$ cat config.mk
export PLATFORM = sky130hd
export DESIGN_NAME = rr_burst_scheduler
export DESIGN_NICKNAME = d
export VERILOG_FILES = /design/src/rtl/rr_sched_pkg.sv /design/src/rtl/rr_pick.sv /design/src/rtl/rr_burst_scheduler.sv
export SDC_FILE = /design/constraint.sdc
export NUM_CORES = 1
export LEC_CHECK = 0
export BUFFER_PORTS_ARGS = -buffer_cell sky130_fd_sc_hd__buf_2
export CORE_MARGIN = 2
export CORE_UTILIZATION = 48
export CTS_CLUSTER_DIAMETER = 120
export DETAILED_ROUTE_END_ITERATION = 8
export PLACE_DENSITY = 0.8
export SLEW_MARGIN = 20
export SYNTH_ARGS = -nofsm -noshare
export SYNTH_HDL_FRONTEND = slang
export SYNTH_SLANG_ARGS = --single-unit
export TNS_END_PERCENT = 20
$ cat constraint.sdc
create_clock -name clk -period 2 [get_ports clk]
set_clock_uncertainty 0.2 [all_clocks]
set_input_delay 0.4 -clock clk [delete_from_list [all_inputs] [get_ports clk]]
set_output_delay 0.4 -clock clk [all_outputs]
set_load 0.03 [all_outputs]
$ cat src/rtl/rr_sched_pkg.sv
// Shared constants, state encodings and helpers for the round-robin burst scheduler.
// The state encodings are plain localparams so older code that compares raw state bits keeps working.
package rr_sched_pkg;

  localparam int N_REQ  = 4;
  localparam int W_BITS = 4;

  // Quantum used when a weight field is 0: 2**W_BITS beats.
  localparam logic [W_BITS:0] Q_FULL = {1'b1, {W_BITS{1'b0}}};

  localparam logic [1:0] IDLE    = 2'd0;
  localparam logic [1:0] GRANT   = 2'd1;
  localparam logic [1:0] HANDOFF = 2'd2;

  function automatic logic [1:0] onehot_to_idx(input logic [N_REQ-1:0] oh);
    logic [1:0] idx;
    idx = '0;
    for (int i = 0; i < N_REQ; i++) begin
      if (oh[i]) idx = idx | 2'(i);
    end
    return idx;
  endfunction

endpackage

$ cat src/rtl/rr_pick.sv
// Combinational rotating-priority picker: returns the first requester at or after
// ptr, wrapping modulo N_REQ.
module rr_pick
  import rr_sched_pkg::*;
(
  input  logic [N_REQ-1:0] req,
  input  logic [1:0]       ptr,
  output logic             any,
  output logic [1:0]       idx
);

  logic [1:0] cand;

  // NOTE: every signal written here gets a default before any conditional
  // assignment; a path that leaves one unassigned would infer a latch.
  always_comb begin
    any  = 1'b0;
    idx  = ptr;
    cand = ptr;
    // Scan from the farthest offset down so the closest hit to ptr is written last.
    for (int k = N_REQ - 1; k >= 0; k--) begin
      cand = ptr + 2'(k);
      if (req[cand]) begin
        any = 1'b1;
        idx = cand;
      end
    end
  end

endmodule

$ cat src/rtl/rr_burst_scheduler.sv
// Weighted round-robin burst scheduler for four requesters sharing one beat port.
// Each grant lasts until the owner drops req or uses its quantum, then one dead cycle follows.
module rr_burst_scheduler
  import rr_sched_pkg::*;
(
  input  logic                      clk,
  input  logic                      rst_n,
  input  logic [N_REQ-1:0]          req,
  input  logic [N_REQ*W_BITS-1:0]   weight,
  input  logic                      beat,
  output logic [N_REQ-1:0]          gnt,
  output logic                      gnt_valid,
  output logic [1:0]                gnt_id,
  output logic                      quantum_exp
);

  logic [1:0]       state_q, state_d;
  logic [1:0]       ptr_q, ptr_d;
  logic [1:0]       owner_q, owner_d;
  logic [W_BITS:0]  beat_cnt_q, beat_cnt_d;
  logic [W_BITS:0]  quantum_q, quantum_d;
  logic [N_REQ-1:0] gnt_q, gnt_d;
  logic             gnt_valid_q, gnt_valid_d;
  logic [1:0]       gnt_id_q, gnt_id_d;
  logic             quantum_exp_q, quantum_exp_d;

  logic             pick_any;
  logic [1:0]       pick_idx;
  logic [W_BITS-1:0] pick_weight;
  logic [W_BITS:0]  cnt_inc;

  rr_pick u_pick (
    .req (req),
    .ptr (ptr_q),
    .any (pick_any),
    .idx (pick_idx)
  );

  assign pick_weight = weight[pick_idx*W_BITS +: W_BITS];
  assign cnt_inc     = beat_cnt_q + 1'b1;

  always_comb begin
    state_d       = state_q;
    ptr_d         = ptr_q;
    owner_d       = owner_q;
    beat_cnt_d    = beat_cnt_q;
    quantum_d     = quantum_q;
    quantum_exp_d = 1'b0;

    case (state_q)
      GRANT: begin
        if (beat) beat_cnt_d = cnt_inc;
        // Quantum exhaustion wins over a simultaneous request drop.
        if (beat && (cnt_inc == quantum_q)) begin
          state_d       = HANDOFF;
          quantum_exp_d = 1'b1;
        end else if (!req[owner_q]) begin
          state_d = HANDOFF;
        end
      end
      default: begin
        // IDLE and HANDOFF both arbitrate; the quantum is frozen at grant time.
        if (pick_any) begin
          state_d    = GRANT;
          owner_d    = pick_idx;
          ptr_d      = pick_idx + 2'd1;
          beat_cnt_d = '0;
          quantum_d  = (pick_weight == '0) ? Q_FULL : {1'b0, pick_weight};
        end else begin
          state_d = IDLE;
        end
      end
    endcase

    gnt_d       = (state_d == GRANT) ? (4'b0001 << owner_d) : '0;
    gnt_valid_d = |gnt_d;
    gnt_id_d    = onehot_to_idx(gnt_d);
  end

  // NOTE: state registers use non-blocking assignments so every flop samples
  // the pre-edge value of the others, independent of statement order.
  always_ff @(posedge clk or negedge rst_n) begin
    if (!rst_n) begin
      state_q       <= IDLE;
      ptr_q         <= '0;
      owner_q       <= '0;
      beat_cnt_q    <= '0;
      quantum_q     <= '0;
      gnt_q         <= '0;
      gnt_valid_q   <= 1'b0;
      gnt_id_q      <= '0;
      quantum_exp_q <= 1'b0;
    end else begin
      state_q       <= state_d;
      ptr_q         <= ptr_d;
      owner_q       <= owner_d;
      beat_cnt_q    <= beat_cnt_d;
      quantum_q     <= quantum_d;
      gnt_q         <= gnt_d;
      gnt_valid_q   <= gnt_valid_d;
      gnt_id_q      <= gnt_id_d;
      quantum_exp_q <= quantum_exp_d;
    end
  end

  assign gnt         = gnt_q;
  assign gnt_valid   = gnt_valid_q;
  assign gnt_id      = gnt_id_q;
  assign quantum_exp = quantum_exp_q;

endmodule

# == Word level (Yosys, flattened, before mapping) ==
# Index checks and enable logic that the tools add are counted.
# totals
register_bits,24
output_inout_bits,8
wordCells,66
# op_classes
order_cmp,5
mux,34
shift,2
n_eq_ne,4
n_reduce_logical,6
bitwise_logic,1
addsub,5
# ops
operator,count
$mux 2,11
$mux 5,4
$shiftx 16x5->4,1
$lt 2x3->1 const B,5
$mux 1,13
$bmux 1 s2,5
$add 5x1->5 const B,1
$eq 5x5->1,1
$add 2x1->2 const B,2
$add 2x2->2 const B,2
$eq 2x1->1 const B,2
$logic_not 4->1,1
$mux 4,1
$reduce_and 2->1,2
$reduce_or 4->1,1
$shl 1x2->4 const A,1
$ne 2x2->1 const B,1
$reduce_bool 2->1,1
$logic_and 1x1->1,1
$not 1->1,1

# == Depth between registers and ports, before layout ==
# Gate-level depths: netlist of run 1.
# logic_depth
word_depth,14
ltp_mapped,8
mapped_depth_nobuf,7

# == By module ==
# From an unflattened synthesis of run 1, not the netlist that was laid out.
# unflattened
cells_unflattened,109
area_unflattened_um2,1291.2
# modules_own_cells
module,n_inst,area_per_inst_um2,seq_area_each_um2,cells_per_inst
rr_burst_scheduler,1,1191.1,600.6,93
rr_pick,1,100.1,0.0,16

# == Worst setup path after synthesis of run 1 ==
# OpenSTA, ideal clock, no wires.
# synth_path
path_type,register to register
start,reg beat_cnt_q[0]
end,"reg gnt_q[3], in the netlist gnt[3]"
path_stages_with_launch,8
setup_time_ps,129
n_path_buf,0
setup_slack_ps,-36
arrival_ps,1708
cell_sequence,dfrtp_1 > ha_1 > nand3_1 > xnor3_1 > nor4bb_1 > o21a_1 > nand2b_1 > nor2_1
# synth_between
elab_chain_len,7
# synth_lines
item,line,text
start: declaration,rr_burst_scheduler.sv:20,"logic [W_BITS:0] beat_cnt_q, beat_cnt_d;"
start signal: assignment,rr_burst_scheduler.sv:97,beat_cnt_q <= beat_cnt_d;
$add 5x1->5,rr_burst_scheduler.sv:40,assign cnt_inc = beat_cnt_q + 1'b1;
$eq 5x5->1,rr_burst_scheduler.sv:54,if (beat && (cnt_inc == quantum_q)) begin
$logic_and 1x1->1,rr_burst_scheduler.sv:54,
$mux 2,rr_burst_scheduler.sv:54,
$mux 2,rr_burst_scheduler.sv:50,case (state_q)
$eq 2x1->1,rr_burst_scheduler.sv:75,gnt_d = (state_d == GRANT) ? (4'b0001 << owner_d) : '0;
$mux 4,rr_burst_scheduler.sv:75,
net gnt_d[3],rr_burst_scheduler.sv:22,"logic [N_REQ-1:0] gnt_q, gnt_d;"
end signal: assignment,rr_burst_scheduler.sv:99,gnt_q <= gnt_d;
end: declaration,rr_burst_scheduler.sv:22,
# The timed path passes the listed nets, and every way through them passes these cells.
# A chain may end at the register's enable or synchronous reset.

# == Final worst setup path of run 1 ==
# layout_path
start,reg ptr_q[0]
end,reg quantum_q[4]
# layout_between
elab_chain_len,10
elab_cells_between_ends,23
# layout_lines
item,line,text
start: declaration,rr_burst_scheduler.sv:18,"logic [1:0] ptr_q, ptr_d;"
start signal: assignment,rr_burst_scheduler.sv:95,ptr_q <= ptr_d;
$add 2x2->2,rr_pick.sv:22,cand = ptr + 2'(k);
$bmux 1 s2,rr_pick.sv:23,if (req[cand]) begin
$mux 1 (implied by the code),rr_pick.sv:23,
$mux 2 (4 in series),rr_pick.sv:23,
$shiftx 16x5->4,rr_burst_scheduler.sv:39,assign pick_weight = weight[pick_idx*W_BITS +: W_BITS];
$logic_not 4->1,rr_burst_scheduler.sv:68,"quantum_d = (pick_weight == '0) ? Q_FULL : {1'b0, pick_weight};"
$mux 5,rr_burst_scheduler.sv:68,
end signal: assignment,rr_burst_scheduler.sv:98,quantum_q <= quantum_d;
end: declaration,rr_burst_scheduler.sv:21,"logic [W_BITS:0] quantum_q, quantum_d;"
# Parallel ways exist; a longest one is shown, timed or not. The select of a mux whose other input is x is not followed.

==> flow_metrics.env, run 1 <==
export IMPL_setup_viol=0
export IMPL_synth_edf_count=0
export IMPL_routed_wl_mm=3.21
export IMPL_postPlaceCellArea_um2=1640
export IMPL_vias=1158
export IMPL_hpwl_mm=2.40
export IMPL_final_antenna_net_count=0
export IMPL_antenna_found_initial=0
export IMPL_run_status="completed"
export IMPL_cts_tree="done"
export IMPL_async_flop_share_pct=100
export IMPL_synthCells=126
export IMPL_critPathMaxStageDelay_ns=0.40
export IMPL_cts_root_buf="clkbuf_4"
export IMPL_critical_path_class="reg -> reg"
export IMPL_h_tree_depth=1
export IMPL_drtIter0Drc=46
export IMPL_netlist_area_leader_share_pct=44.2
export IMPL_grt_pass1_vias=1154
export IMPL_avgSynthCellArea_um2=10.8
export IMPL_maxSlewHeadroom_pct=64.4
export IMPL_worstPathMaxFanout=9
export IMPL_finalMaxSlewViolations=0
export IMPL_clock_latency_ns=0.33
export IMPL_cpMaxStageDelayCell="dfrtp_1"
export IMPL_synth_top_flop_cell="dfrtp_1"
export IMPL_worstHoldPathType="in -> reg"
export IMPL_synth_area_leaders="dfrtp_1, mux2i_1, xnor3_1"
export IMPL_grt_util_all_layers_pct=20.3
export IMPL_yosysMostFrequentCell="dfrtp_1"
export IMPL_gr_total_overflow=0
export IMPL_clock_path_buffers=2
export IMPL_netlist_top_cells_count="dfrtp_1, nand2_1, nor2_1"
export IMPL_syn_area_um2=1360
export IMPL_drc=0
export IMPL_dp_cells=199
export IMPL_syn2layout_area_growth_pct=34.4
export IMPL_tns_ns=0
export IMPL_r2r_start="ptr_q[0]$_DFFE_PN0P_"
export IMPL_ys_types=41
export IMPL_period_share_pct=98.6
export IMPL_power_leakage_nw=0.905
export IMPL_worst_r2r_cell_count=7
export IMPL_design_area_um2=1830
export IMPL_start_kind="flip-flop"
export IMPL_die_w_um=57.2
export IMPL_worst_r2r_endpoint="quantum_q[4]$_DFFE_PN0P_"
export IMPL_place_ws_ns=-0.165
export IMPL_drive_above_1_share_pct=44.6
export IMPL_fin_cells=208
export IMPL_portBuffers=30
export IMPL_p_per_area_nw_per_um2=1520
export IMPL_n_antenna_cell=0
export IMPL_arrival_ns=2.05
export IMPL_syn_num_nets=150
export IMPL_synth_seq_cells=24
export IMPL_dieArea_um2=3280
export IMPL_coreArea_um2=2730
export IMPL_grt_pass1_wl_mm=4.97
export IMPL_peakVddDrop_mv=1.03
export IMPL_start_util_pct=49.7
export IMPL_tightest_slew_ns=0.534
export IMPL_synth_area_leader_cell="dfrtp_1"
export IMPL_num_nets_final=202
export IMPL_gp_routability_congestion=0.823
export IMPL_ys_seq_area_share_pct=44.2
export IMPL_crit_end="quantum_q[4]$_DFFE_PN0P_"
export IMPL_num_rows=19
export IMPL_io_pins=31
export IMPL_hold_start="beat"
export IMPL_grt_max_degree=25
export IMPL_max_cap_violations=0
export IMPL_startpoint="ptr_q[0]$_DFFE_PN0P_"
export IMPL_hold_viol_final=0
export IMPL_grt_setup_unrepaired="yes"
export IMPL_period_needed_ns=1.97
export IMPL_die_y_um=57.2
export IMPL_numCtsBuffers=3
export IMPL_first_pass_iters=4
export IMPL_r2r_setup_slack_ns=0.03
export IMPL_path_cells="and2b_2 -> nor3b_2 -> o32a_4 -> buf_4 -> mux2i_1 -> a22o_1 -> a41o_1"
export IMPL_post_drt_wl_per_cell_um=15.4
export IMPL_fmax_mhz=507
export IMPL_required_ns=2.08
export IMPL_clk_transition_reported_paths_ns=0.14
export IMPL_crit_path_end_kind="flip-flop"
export IMPL_cts_sinks=24
export IMPL_synth_warnings=0
export IMPL_via_per_inst=5.57
export IMPL_setup_ws_ns=0.0286
-- placed cells by master, fill, tap and decap left out, types with 2 or more instances in the layout --
cell type / n
a21oi_1: 5
dfrtp_1: 23
nand2b_1: 3
buf_2: 30
nand2_1: 11
nand3_1: 4
buf_4: 17
buf_6: 2
nor3_2: 2
o21ai_1: 5
inv_2: 3
inv_1: 4
mux2i_1: 8
nor2_2: 2
clkbuf_4: 3
nor3_1: 2
nor2b_1: 2
nor2_1: 9
mux2_2: 2
o21ai_0: 2
nor3b_2: 2
xnor3_1: 2
xor2_1: 4
a22o_1: 2
xnor2_1: 2
o21ai_2: 2
and2_1: 2
-- cells by family (layout without fill, tap and decap cells) --
family | after synthesis | in the layout | share of synthesized area (%)
and+or+nand+nor | 45 | 45 | 17.0
AOI/OAI and AO/OA | 25 | 25 | 15.1
DFF | 24 | 24 | 44.2
muxes | 12 | 12 | 10.5
buffers and inverters | 10 | 61 | 4.51
xor gates and xnor gates | 9 | 9 | 7.82
adders and majority gates | 1 | 1 | 0.920
-- sequential cells by signal (all words and copies together) (netlist names) --
signal       flops
quantum_q        5
ptr_q            2
gnt              4
state_q          2
quantum_exp      1
owner_q          2
gnt_valid        1
gnt_id           2
beat_cnt_q       5
-- routing by layer --
layer | up-vias | track usage (%) | share of wire, %
met2 | 31 | 36.5 | 55
li1 | 550 | - | -
met4 | 0 | 11.6 | 3.1
met5 | - | 0 | 0
met3 | 13 | 3.17 | 3.0
met1 | 564 | 22.6 | 39
-- timing repair --
| action | in CTS | in global routing |
|---|---|---|
| pin swaps | 2 | 6 |
| setup buffers | 0 | 4 |
| resized for setup | 5 | 12 |
| setup endpoints to repair | 8 | 13 |
| endpoints found under the hold margin | 24 | 0 |
| hold buffers | 1 | 0 |
-- how the worst min path moves through the flow --
stage               cells after the start  slack [ns]                        end
floorplan                               0        -0.1  beat_cnt_q[0]$_DFFE_PN0P_
global placement                        1        0.20  beat_cnt_q[1]$_DFFE_PN0P_
detailed placement                      1        0.21  beat_cnt_q[2]$_DFFE_PN0P_
CTS                                     3        0.12  beat_cnt_q[1]$_DFFE_PN0P_
global route                            3        0.12  beat_cnt_q[1]$_DFFE_PN0P_
finish                                  3        0.13  beat_cnt_q[1]$_DFFE_PN0P_
-- layout make-up --
type	instances	area [um^2]
repair buffers	50	310
clock inverters	1	30.0
multi-input cells	92	798
flip-flops and latches	24	602
inverters	7	26.3
well taps	31	38.8
fillers	207	906
clock buffers	3	22.5
-- critical path: cells and delay by family (launching register included) --
kind	cells	cell delay [ns]
mux	1	0.17
buf+inv	1	0.13
compound gates	3	0.57
flops	1	0.40
simple gates	2	0.45
-- through the flow --
step	util, %	power, mW	hold WS [ns]
after floorplan	-	1.84	-0.0956
after global placement	59.9	2.16	0.201
after detailed placement	59.9	2.24	0.214
after CTS	63.4	2.64	0.120
after global routing	66.9	2.96	0.117
final	66.9	2.77	0.128
-- power by group --
group / switching, mW / internal [mW]
clock: 0.156 / 0.203
combinational: 0.849 / 0.782
sequential: 0.112 / 0.672
total: 1.12 / 1.66
Power figures use the tool's default switching activity.
==> run 2: changes to the inputs <==
--- a/config.mk
+++ b/config.mk
@@ -5,6 +5,7 @@
 export SDC_FILE = /design/constraint.sdc
 export NUM_CORES = 1
 export LEC_CHECK = 0
+export ABC_AREA = 1
 export BUFFER_PORTS_ARGS = -buffer_cell sky130_fd_sc_hd__buf_2
 export CORE_MARGIN = 2
 export CORE_UTILIZATION = 48
==> run 2 against run 1 <==
Against the previous run:
- the flow now finishes with violations (negative setup slack)
- hold slack improved by 0.022 ns
- wire length rose by 17%
- sequential share of layout area fell by 3.4 points
- register-to-register slack got worse by 0.18 ns
- largest cell class unchanged
- highest routed layer unchanged
==> flow_metrics.env, run 2 <==
export IMPL_vias=1454
export IMPL_grt_max_degree=25
export IMPL_required_ns=2.07
export IMPL_critical_path_class="reg -> reg"
export IMPL_dieArea_um2=3410
export IMPL_hold_end="quantum_exp$_DFF_PN0_"
export IMPL_clk_transition_reported_paths_ns=0.14
export IMPL_worstHoldPathType="in -> reg"
export IMPL_p_per_area_nw_per_um2=2110
export IMPL_tns_ns=-1.16
export IMPL_ys_seq_area_share_pct=42.3
export IMPL_netlist_area_leader_share_pct=42.3
export IMPL_n_antenna_cell=0
export IMPL_synth_warnings=0
export IMPL_die_w_um=58.4
export IMPL_num_rows=19
export IMPL_synth_top_flop_cell="dfrtp_1"
export IMPL_numCtsBuffers=3
export IMPL_die_y_um=58.4
export IMPL_power_mw=4.31
export IMPL_clock_path_buffers=2
export IMPL_max_cap_violations=0
export IMPL_synthCells=197
export IMPL_tightest_slew_ns=0.519
export IMPL_dp_cells=277
export IMPL_synth_area_leader_cell="dfrtp_1"
export IMPL_finalMaxSlewViolations=0
export IMPL_design_area_um2=2040
export IMPL_synth_edf_count=0
export IMPL_avgSynthCellArea_um2=7.22
export IMPL_netlist_top_cells_count="nand2_1, inv_1, dfrtp_1"
export IMPL_grt_util_all_layers_pct=20.6
export IMPL_drc=0
export IMPL_syn2layout_area_growth_pct=43.8
export IMPL_synth_area_leaders="dfrtp_1, nand2_1, nand3_1"
export IMPL_gr_total_overflow=0
export IMPL_clock_latency_ns=0.33
export IMPL_seq_area_um2=603
export IMPL_fill_cells=202
export IMPL_antenna_found_initial=0
export IMPL_final_common_cell="nand2_1"
export IMPL_final_antenna_net_count=0
export IMPL_drtIter0Drc=61
export IMPL_syn_area_um2=1420
export IMPL_cts_sinks=24
export IMPL_start_util_pct=51.1
export IMPL_power_leakage_nw=1.12
export IMPL_coreArea_um2=2780
export IMPL_peakVddDrop_mv=1.61
export IMPL_run_status="finished with violations"
export IMPL_r2r_setup_slack_ns=-0.15
export IMPL_grt_pass1_wl_mm=5.49
export IMPL_cts_root_buf="clkbuf_4"
export IMPL_fin_util_pct=73.5
export IMPL_worst_r2r_cell_count=13
export IMPL_h_tree_depth=1
export IMPL_hold_viol_final=0
export IMPL_setup_ws_ns=-0.152
export IMPL_final_cell_mix="nand2_1, buf_2, buf_4"
export IMPL_start_kind="flip-flop"
export IMPL_async_flop_share_pct=100
export IMPL_syn_num_nets=221
export IMPL_hold_depth=3
export IMPL_grt_setup_unrepaired="yes"
export IMPL_post_drt_wl_per_cell_um=12.9
export IMPL_crit_path_end_kind="flip-flop"
export IMPL_hold_start="beat"
export IMPL_gp_routability_congestion=0.860
export IMPL_worst_r2r_endpoint="gnt[3]$_DFF_PN0_"
export IMPL_period_share_pct=108
export IMPL_drive_above_1_share_pct=45.8
export IMPL_r2r_start="ptr_q[0]$_DFFE_PN0P_"
export IMPL_fmax_mhz=465
export IMPL_period_needed_ns=2.15
export IMPL_io_pins=31
export IMPL_setup_viol=13
export IMPL_place_ws_ns=-0.162
export IMPL_grt_pass1_vias=1285
export IMPL_violations="negative setup slack"
export IMPL_ys_types=25
export IMPL_fin_cells=291
export IMPL_first_pass_iters=4
export IMPL_postPlaceCellArea_um2=1750
export IMPL_num_nets_final=285
export IMPL_multi_input_area_um2=832
export IMPL_portBuffers=30
export IMPL_worstPathMaxFanout=8
export IMPL_whs_ns=0.150
export IMPL_via_per_inst=5.00
export IMPL_routed_wl_mm=3.74
export IMPL_arrival_ns=2.23
export IMPL_yosysMostFrequentCell="nand2_1"
export IMPL_hpwl_mm=2.45
export IMPL_cts_tree="done"
export IMPL_maxSlewHeadroom_pct=65.4
export IMPL_synth_seq_cells=24
## run 2: cells by family after synthesis
logic type	count (synthesis)	share of synthesized area, %
DFF	24	42.3
buffers and inverters	34	10.5
xor gates and xnor gates	7	4.31
AOI/OAI and AO/OA	17	6.78
and+or+nand+nor	114	35.3
adders and majority gates	1	0.880
## run 2: worst max-delay path by stage
| stage | slack [ns] | startpoint | cells after the start | end |
|---|---|---|---|---|
| 3_3_place_gp | -0.09 | ptr_q[0]$_DFFE_PN0P_ | 16 | gnt[1]$_DFF_PN0_ |
| 2_1_floorplan | 0.08 | ptr_q[0]$_DFFE_PN0P_ | 18 | quantum_q[4]$_DFFE_PN0P_ |
| 6_report | -0.15 | ptr_q[0]$_DFFE_PN0P_ | 13 | gnt[3]$_DFF_PN0_ |
| 3_5_place_dp | -0.16 | ptr_q[0]$_DFFE_PN0P_ | 14 | gnt[3]$_DFF_PN0_ |
| 4_1_cts | -0.05 | ptr_q[0]$_DFFE_PN0P_ | 15 | gnt_id[1]$_DFF_PN0_ |
| 5_1_grt | -0.29 | ptr_q[0]$_DFFE_PN0P_ | 13 | gnt[3]$_DFF_PN0_ |
## run 2: report_power, final
part | leakage (nW) | internal (mW) | switching, mW
registers | 0.301 | 0.685 | 0.137
clock network | 0.0279 | 0.203 | 0.156
logic | 0.793 | 1.30 | 1.82
## run 2: final cells by class
cell class | count | area share, %
well taps | 31 | 1.90
repair buffers | 61 | 19.4
multi-input cells | 140 | 40.7
flip-flops and latches | 24 | 29.5
clock inverters | 1 | 1.47
inverters | 31 | 5.94
clock buffers | 3 | 1.10
## run 2: routing by layer
layer / vias to the layer above / wire, um / global-route usage, %
li1: 740 / - / -
met5: - / 0 / 0
met4: 0 / 72 / 5.98
met3: 7 / 137 / 1.32
met2: 43 / 2020 / 36.9
met1: 664 / 1510 / 26.8
## run 2: repair_timing
action / in CTS / in global routing
pin swaps: 6 / 25
endpoints found under the setup margin: 20 / 21
hold buffers: 1 / 0
gates cloned: 0 / 1
buffers inserted: 4 / 5
endpoints found under the hold margin: 24 / 0
gates resized for setup: 14 / 40
## run 2: critical path: stages (launching register included)
cell      delay [ns]
dfrtp_2         0.50
clkinv_4        0.11
nand2_2         0.07
nand2_2         0.10
nand2_4         0.06
nand2_2         0.07
inv_2           0.04
nand2_4         0.08
nor3_2          0.05
nor2_2          0.20
inv_2           0.11
o21a_1          0.24
buf_4           0.15
nor2_2          0.10
